===== src/rtl/adder_tree_pipe.sv =====
// Fully pipelined binary adder tree summing 2^LOG2_INPUTS operands, with valid/ready back-pressure.
// Define ADDER_TREE_ACCUM_EN to add a stage that accumulates acc_len+1 tree results per output.
module adder_tree_pipe #(
    parameter int WIDTH       = 64,
    parameter int LOG2_INPUTS = 3,
    parameter int SIGNED      = 0,
    parameter int ACC_BITS    = 8
) (
    input  logic                                  clk,
    input  logic                                  rst_n,
    input  logic                                  in_valid,
    output logic                                  in_ready,
    input  logic [(1<<LOG2_INPUTS)*WIDTH-1:0]     in_data,
    output logic                                  out_valid,
    input  logic                                  out_ready,
    output logic [WIDTH+LOG2_INPUTS+ACC_BITS-1:0] out_sum,
    input  logic [ACC_BITS-1:0]                   acc_len
);

    localparam int N      = 1 << LOG2_INPUTS;
    localparam int TREE_W = WIDTH + LOG2_INPUTS;
    localparam int OUT_W  = TREE_W + ACC_BITS;
    localparam bit SGN    = (SIGNED != 0);

    // One enable for every stage: the whole pipe advances unless the output is stalled.
    logic en;
    assign en       = !out_valid || out_ready;
    assign in_ready = en;

    for (genvar lv = 0; lv <= LOG2_INPUTS; lv++) begin : g_lvl
        localparam int W   = WIDTH + lv;
        localparam int CNT = N >> lv;

        logic         v;
        logic [W-1:0] d [CNT];

        if (lv == 0) begin : g_in
            // NOTE: the operand registers are reset too, so out_sum reads 0 during reset.
            always_ff @(posedge clk or negedge rst_n) begin
                if (!rst_n) begin
                    v <= 1'b0;
                    for (int i = 0; i < CNT; i++) d[i] <= '0;
                end else if (en) begin
                    v <= in_valid;
                    for (int i = 0; i < CNT; i++) d[i] <= in_data[i*WIDTH +: WIDTH];
                end
            end
        end else begin : g_add
            localparam int PW = W - 1;

            // Each level widens by one bit (sign or zero extension) so pair sums never overflow.
            always_ff @(posedge clk or negedge rst_n) begin
                if (!rst_n) begin
                    v <= 1'b0;
                    for (int i = 0; i < CNT; i++) d[i] <= '0;
                end else if (en) begin
                    v <= g_lvl[lv-1].v;
                    for (int i = 0; i < CNT; i++)
                        d[i] <= {SGN & g_lvl[lv-1].d[2*i][PW-1],   g_lvl[lv-1].d[2*i]}
                              + {SGN & g_lvl[lv-1].d[2*i+1][PW-1], g_lvl[lv-1].d[2*i+1]};
                end
            end
        end
    end

    logic              tree_vld;
    logic [TREE_W-1:0] tree_sum;
    logic [OUT_W-1:0]  tree_ext;

    assign tree_vld = g_lvl[LOG2_INPUTS].v;
    assign tree_sum = g_lvl[LOG2_INPUTS].d[0];
    assign tree_ext = {{ACC_BITS{SGN & tree_sum[TREE_W-1]}}, tree_sum};

`ifdef ADDER_TREE_ACCUM_EN
    logic [OUT_W-1:0]    acc_q;
    logic [OUT_W-1:0]    acc_sum;
    logic [OUT_W-1:0]    sum_q;
    logic [ACC_BITS-1:0] cnt_q;
    logic [ACC_BITS-1:0] len_q;
    logic                vld_q;
    logic                last_beat;

    // acc_q is always zero at the start of a group, so the first beat simply loads.
    assign acc_sum   = acc_q + tree_ext;
    assign last_beat = (cnt_q == '0) ? (acc_len == '0) : (cnt_q == len_q);

    always_ff @(posedge clk or negedge rst_n) begin
        if (!rst_n) begin
            acc_q <= '0;
            sum_q <= '0;
            cnt_q <= '0;
            len_q <= '0;
            vld_q <= 1'b0;
        end else if (en) begin
            // NOTE: later non-blocking assignments in the same block override this default.
            vld_q <= 1'b0;
            if (tree_vld) begin
                if (cnt_q == '0) len_q <= acc_len;
                if (last_beat) begin
                    vld_q <= 1'b1;
                    sum_q <= acc_sum;
                    acc_q <= '0;
                    cnt_q <= '0;
                end else begin
                    acc_q <= acc_sum;
                    cnt_q <= cnt_q + 1'b1;
                end
            end
        end
    end

    assign out_valid = vld_q;
    assign out_sum   = sum_q;
`else
    logic unused_acc_len;
    assign unused_acc_len = ^acc_len;

    assign out_valid = tree_vld;
    assign out_sum   = tree_ext;
`endif

endmodule


===== config.mk =====
export PLATFORM = sky130hd
export DESIGN_NAME = adder_tree_pipe
export DESIGN_NICKNAME = d
export VERILOG_FILES = /design/src/rtl/adder_tree_pipe.sv
export SDC_FILE = /design/constraint.sdc
export NUM_CORES = 2
export LEC_CHECK = 0
export CAP_MARGIN = 20
export CORE_ASPECT_RATIO = 0.9
export CORE_MARGIN = 2
export CORE_UTILIZATION = 57
export DETAILED_ROUTE_END_ITERATION = 10
export PLACE_DENSITY = 0.8
export SYNTH_ARGS = -nofsm -noshare
export SYNTH_HDL_FRONTEND = slang
export SYNTH_SLANG_ARGS = --single-unit

===== constraint.sdc =====
create_clock -name clk -period 4.2 [get_ports clk]
set_clock_uncertainty 0.05 [all_clocks]
set_input_delay 0.84 -clock clk [delete_from_list [all_inputs] [get_ports clk]]
set_output_delay 0.84 -clock clk [all_outputs]
set_load 0.02 [all_outputs]

Yosys cells after proc, flatten, opt, wreduce, memory -nomap -nowiden
Index checks and enable logic that the tools add are counted.

Bits in registers: 975. Output and inout port bits: 77. Word-level logic and storage cells: 28.

Add/subtract/negate cells: 7. Reduce and logical (&&, ||, !) cells: 2.

Operators by type and width (count): 64-bit by 64-bit adder with 65-bit output (4); 65-bit by 65-bit adder with 66-bit output (2); 66-bit by 66-bit adder with 67-bit output (1); 1-bit logical NOT (1); 1-bit logical OR (1).

Depth between registers and ports, before layout
Depth in word-level cells: 2. Gate-level depth with buffers: 13. Depth with buffers taken out: 13.

Least setup slack after synthesis
OpenSTA, ideal clock, no wires.

Path kind: reg2reg. Start: register g_lvl[0].d[384] (netlist bit). End: register g_lvl[1].d[241] (netlist bit). Data arrival time: 2.966 ns. Required time: 4.013 ns. Slack: 1.047 ns. Stages on the path, launching flop included: 13. Path buffers: 0. Clock period less this slack: 3.153 ns. Path through: dfrtp_1 -> ha_1 -> fa_1 -> a211oi_1 -> o21ai_2 -> a31oi_1 -> nor3_2 -> o31ai_1 -> or3_4 -> nand2_1 -> a311oi_1 -> xor2_1 -> a21oi_1.

Word-level cells in the longest chain between the ends: 1.

RTL lines: start, declared (line 35) `logic [W-1:0] d [CNT];`; 64-bit by 64-bit adder with 65-bit output (line 60) `+ {SGN & g_lvl[lv-1].d[2*i+1][PW-1], g_lvl[lv-1].d[2*i+1]};`; end signal, assigned by index (line 59) `d[i] <= {SGN & g_lvl[lv-1].d[2*i][PW-1], g_lvl[lv-1].d[2*i]}`; end, declared (line 35).

Every way passes these cells. A chain may end at the register's enable or synchronous reset.

Worst setup path in the final report
Start: register g_lvl[1].d[79] (netlist bit). End: register g_lvl[2].d[61] (netlist bit).

Word-level cells in the longest chain between the ends: 1.

RTL lines (line): 65-bit by 65-bit adder with 66-bit output (60); end signal, assigned by index (59); end, declared (35).

Every way passes these cells.

==> tab_implementation.tex <==
\begin{tabular}{lr}
\hline
Metric & Value \\
\hline
\multicolumn{2}{l}{\textbf{Status}} \\
\quad Run status & complete, no violations \\
\multicolumn{2}{l}{\textbf{Worst setup path}} \\
\quad Critical Path End Type & flip-flop \\
\quad Worst R2R Start & g\_lvl[1].d[79] \\
\quad Destination of the worst register-to-register timing path & g\_lvl[2].d[61] \\
\quad Most Frequent Cell on Critical Path & buf\_4 \\
\quad Arrival time of the worst setup path & $\sim$4.5 ns \\
\quad Worst reg-to-reg setup slack & 0.29 ns \\
\quad Delay of the slowest cell on the worst path & a little under 0.6 ns \\
\quad Critical Path RT & roughly 4.7 ns \\
\quad Cell type of the slowest stage on the worst timing path & a2111oi\_0 \\
\quad Worst Reg2Reg Path Length in Cells & 14 \\
\quad CP Class & reg -> reg \\
\quad Startpoint types & flip-flop \\
\quad Ordered list of cells on the worst path & ha\_1 > a21oi\_1 > o221ai\_1 > a2111oi\_1 > buf\_4 > a211oi\_1 > buf\_4 > a2111oi\_0 > buf\_4 > o31ai\_1 > buf\_4 > a21boi\_1 > xor2\_1 > a21oi\_1 \\
\quad Destination of the critical timing path & g\_lvl[2].d[61] \\
\quad Crit Path Max Fanout & 7 \\
\quad Worst setup path start & g\_lvl[1].d[79] \\
\multicolumn{2}{l}{\textbf{Synth}} \\
\quad Flop and latch count out of synthesis & about 980 \\
\quad Async SR Flop Fraction & 1.000 \\
\quad Synthesis Warnings & 0 \\
\quad Number of instances in the synthesized netlist & between 7,000 and 8,000 \\
\quad Portion of the post-synthesis area used by sequential elements & 0.3921 \\
\quad Commonest register cell after synthesis & dfrtp\_1 \\
\quad Count of distinct cell types in the synthesized netlist & 95 \\
\quad Post-synthesis instance area & 62,220 um\^{}2 \\
\quad Number of enable-type register cells in the synthesized netlist & 0 \\
\quad Mean cell area of the mapped netlist & 8.084 um\^{}2 \\
\multicolumn{2}{l}{\textbf{Detailed routing}} \\
\quad Number of nets with antenna violations after detailed routing & 0 \\
\quad Via Count & roughly 58,000 \\
\quad Final WL & roughly 200 mm \\
\quad Drt wl/cell & 20.61 um \\
\quad DR iter-0 viols & 6,014 \\
\quad Count of TritonRoute iterations in the first routing pass & 6 \\
\quad Remaining design rule violation count & 0 \\
\quad Via-to-Cell Ratio & 6.005 \\
\multicolumn{2}{l}{\textbf{Pwr}} \\
\quad IR Drop Worst-Case VDD & $\sim$600 uV \\
\quad Relative contribution of combinational cells to total power & 0.621 \\
\quad Portion of total power attributed to sequential cells & 0.243 \\
\quad Share of power burned in the clock network & 0.136 \\
\quad Leakage power & roughly 0.034 uW \\
\quad Cell internal pwr & about 36,000 uW \\
\quad Power Dens Cells & around 1000 nW/um\^{}2 \\
\quad Fraction of power spent switching nets & 0.4932 \\
\quad Total net switching power & between 30,000 and 40,000 uW \\
\multicolumn{2}{l}{\textbf{STA}} \\
\quad Worst rel slew slack & 0.3106 \\
\quad Final-report setup violation count & 0 \\
\quad Unrepaired setup endpoints after global routing & no \\
\quad Final min period & 3.912 ns \\
\quad Post-route clock period utilization & 0.9313 \\
\quad Final hold violations & 0 \\
\quad Slew at the pin closest to its max-slew limit & slightly above 1 ns \\
\quad Total negative setup slack & 0 ns \\
\quad Worst Hold Slack & about 0.13 ns \\
\quad Final number of max-transition violations & 0 \\
\quad Timing-limited maximum frequency & approximately 260 MHz \\
\multicolumn{2}{l}{\textbf{Finish}} \\
\quad Layout cell share with drive strength beyond 1 & 0.03805 \\
\quad Area growth from synthesis to layout & 16.87\% \\
\quad Final instance area & $\sim$73,000 um\^{}2 \\
\quad Commonest non-fill, non-tap cells in the layout & nand2\_1 (2,064), dfrtp\_1 (975), a21oi\_1 (811) \\
\quad Commonest non-fill, non-tap cell in the layout & nand2\_1 \\
\quad Nets & roughly 9,000 \\
\multicolumn{2}{l}{\textbf{Floorplan}} \\
\quad Starting utilization of the core area & 0.5770 \\
\quad Die height & 317.4 um \\
\quad Overall die area & between 100,000 and 150,000 um\^{}2 \\
\quad Standard cell core area & roughly 110,000 um\^{}2 \\
\quad Floorplan row count & between 100 and 150 \\
\quad Horizontal die dimension & $\sim$350 um \\
\quad Top-level port count & between 600 and 700 \\
\multicolumn{2}{l}{\textbf{Run}} \\
\quad Count of max-cap constraint violations & 0 \\
\multicolumn{2}{l}{\textbf{CTS}} \\
\quad Post\_cts resized & 0 \\
\quad H-tree Lvls & 3 \\
\quad Max Buffers Root-to-Sink & 3 \\
\quad Clk Tree Root Cell & clkbuf\_16 \\
\quad Number of clock sinks & approximately 980 \\
\quad Clock transition at the register clock pins on the worst setup and hold paths after CTS & around 0.07 ns \\
\quad Setup Buffers After CTS & 0 \\
\quad Skew-Pair Late Insertion Delay & 0.73 ns \\
\quad Num CTS Buffers & 103 \\
\quad Post-CTS Hold Fix Bufs & 0 \\
\quad Clock tree from TritonCTS & done \\
\multicolumn{2}{l}{\textbf{Placed design}} \\
\quad Count of input and output buffers & approximately 600 \\
\quad Routability Congestion & roughly 0.99 \\
\quad Post-place instance area & between 60,000 and 70,000 um\^{}2 \\
\quad Post-DP HPWL & around 150 mm \\
\multicolumn{2}{l}{\textbf{GRT}} \\
\quad Most used routing layer & met1 \\
\quad GRT overflow & 0 \\
\quad Met1 Use GR & 0.5231 \\
\quad Met3 usage in global routing & 0.07077 \\
\quad Overall global routing resource usage & 0.3469 \\
\quad Global-route wire length before repair & roughly 310 mm \\
\quad Met2 layer usage reported by global route & 0.5139 \\
\quad Vias in the first global route & around 55,000 \\
\quad Largest net degree at the start of global routing & 238 \\
\quad Initial antenna violation count & 17 \\
\multicolumn{2}{l}{\textbf{Worst hold path}} \\
\quad Path category of the worst min-delay check & in -> async \\
\hline
\end{tabular}
-- cells by family after synthesis --
group | after synthesis | synth area share
compound gates | 2063 | 0.2048
xor+xnor | 371 | 0.05223
fa+ha+maj | 459 | 0.09315
buf+inv | 545 | 0.03393
flops | 975 | 0.3921
mux | 13 | 0.002172
other cells | 1 | 0.00006027
simple gates | 3269 | 0.2215
-- cell usage after synthesis, types with 10 or more instances --
| cell type | n | area share |
|---|---|---|
| xor2_1 | 157 | 0.022 |
| buf_2 | 10 | 0.00080 |
| or3_1 | 21 | 0.0021 |
| o31ai_1 | 29 | 0.0035 |
| o21ai_1 | 56 | 0.0045 |
| and2_1 | 36 | 0.0036 |
| nand3_1 | 113 | 0.0091 |
| nor4_1 | 18 | 0.0018 |
| nor4b_1 | 11 | 0.0015 |
| nor3_1 | 99 | 0.0080 |
| nand4_1 | 132 | 0.013 |
| a31oi_1 | 55 | 0.0055 |
| a21boi_0 | 21 | 0.0025 |
| nand2b_1 | 25 | 0.0025 |
| buf_4 | 14 | 0.0017 |
| dfrtp_1 | 975 | 0.39 |
| o21ai_0 | 340 | 0.027 |
| a21o_1 | 300 | 0.036 |
| a221o_1 | 11 | 0.0018 |
| o21bai_1 | 99 | 0.012 |
| nor3b_1 | 19 | 0.0023 |
| o221ai_1 | 11 | 0.0015 |
| ha_1 | 452 | 0.091 |
| o211ai_1 | 43 | 0.0052 |
| nand2_1 | 2064 | 0.12 |
| o21a_1 | 57 | 0.0069 |
| a211o_1 | 17 | 0.0024 |
| xnor2_1 | 214 | 0.030 |
| and3_1 | 50 | 0.0050 |
| a211oi_1 | 63 | 0.0076 |
| nor2_1 | 569 | 0.034 |
| inv_1 | 134 | 0.0081 |
| and4_1 | 19 | 0.0027 |
| a221oi_1 | 15 | 0.0021 |
| or2_2 | 16 | 0.0016 |
| o31a_1 | 11 | 0.0015 |
| clkbuf_1 | 379 | 0.023 |
| or4_1 | 13 | 0.0016 |
| a2111oi_0 | 13 | 0.0018 |
| nor2b_1 | 38 | 0.0038 |
| o22ai_1 | 11 | 0.0011 |
| a21oi_1 | 811 | 0.065 |
-- area by class of cell --
type / count / area, um^2
tap: 1450 / 1814
clock inverter: 57 / 693.2
multi-input combinational: 6183 / 35750
sequential: 975 / 24400
antenna: 4 / 10.01
inverter: 135 / 514.2
clock buffer: 137 / 2908
timing repair buffer: 661 / 6629
fill: 8984 / 35120
-- power groups by stage --
stage          clock network, uW  registers [uW]  logic [uW]
3_5_place_dp                   0           17300       43300
6_report                    9730           17400       44500
5_1_grt                    10200           17600       48800
4_1_cts                     9850           17200       43700
3_3_place_gp                   0           17200       42700
2_1_floorplan                  0           15600       31100
-- per-stage QoR --
step | util | total power [uW] | cells | worst slack [ns]
global route | 0.6743 | 76640 | 9599 | 0.01176
finish | 0.6743 | 71580 | 9602 | 0.2885
CTS | 0.6742 | 70770 | 9598 | 0.2555
global placement | 0.6408 | 59920 | 9404 | 0.3593
detailed placement | 0.6408 | 60640 | 9404 | 0.3159
floorplan | - | 46700 | 7703 | 1.047
-- flip-flops by register name (all words and copies together), names as in the netlist --
name	count
g_lvl.v	3
g_lvl.d	971
out_valid	1
-- how the worst min path moves through the flow --
stage | endpoint | slack (ns) | cells past startpoint
6_report | g_lvl[0].d[148] | 0.13 | 1
5_1_grt | g_lvl[0].d[148] | 0.14 | 1
4_1_cts | g_lvl[0].d[223] | 0.11 | 1
3_5_place_dp | g_lvl[1].v | 0.41 | 2
3_3_place_gp | g_lvl[2].v | 0.40 | 2
2_1_floorplan | g_lvl[2].v | 0.38 | 2
-- per-layer routing --
metal	routed length, um	share of wire	up-vias
li1	-	-	27420
met2	84360	0.43	2091
met3	17890	0.090	254
met5	46	0.00023	-
met1	91260	0.46	27890
met4	4307	0.022	6
-- critical path, delay by kind of cell, from the launching register on --
| kind | cells | cell delay, ns |
|---|---|---|
| fa+ha+maj | 1 | 0.44 |
| flops | 1 | 0.51 |
| buf+inv | 4 | 0.75 |
| xor+xnor | 1 | 0.22 |
| compound gates | 8 | 1.80 |
No activity file was read; power rests on OpenSTA's default activity.
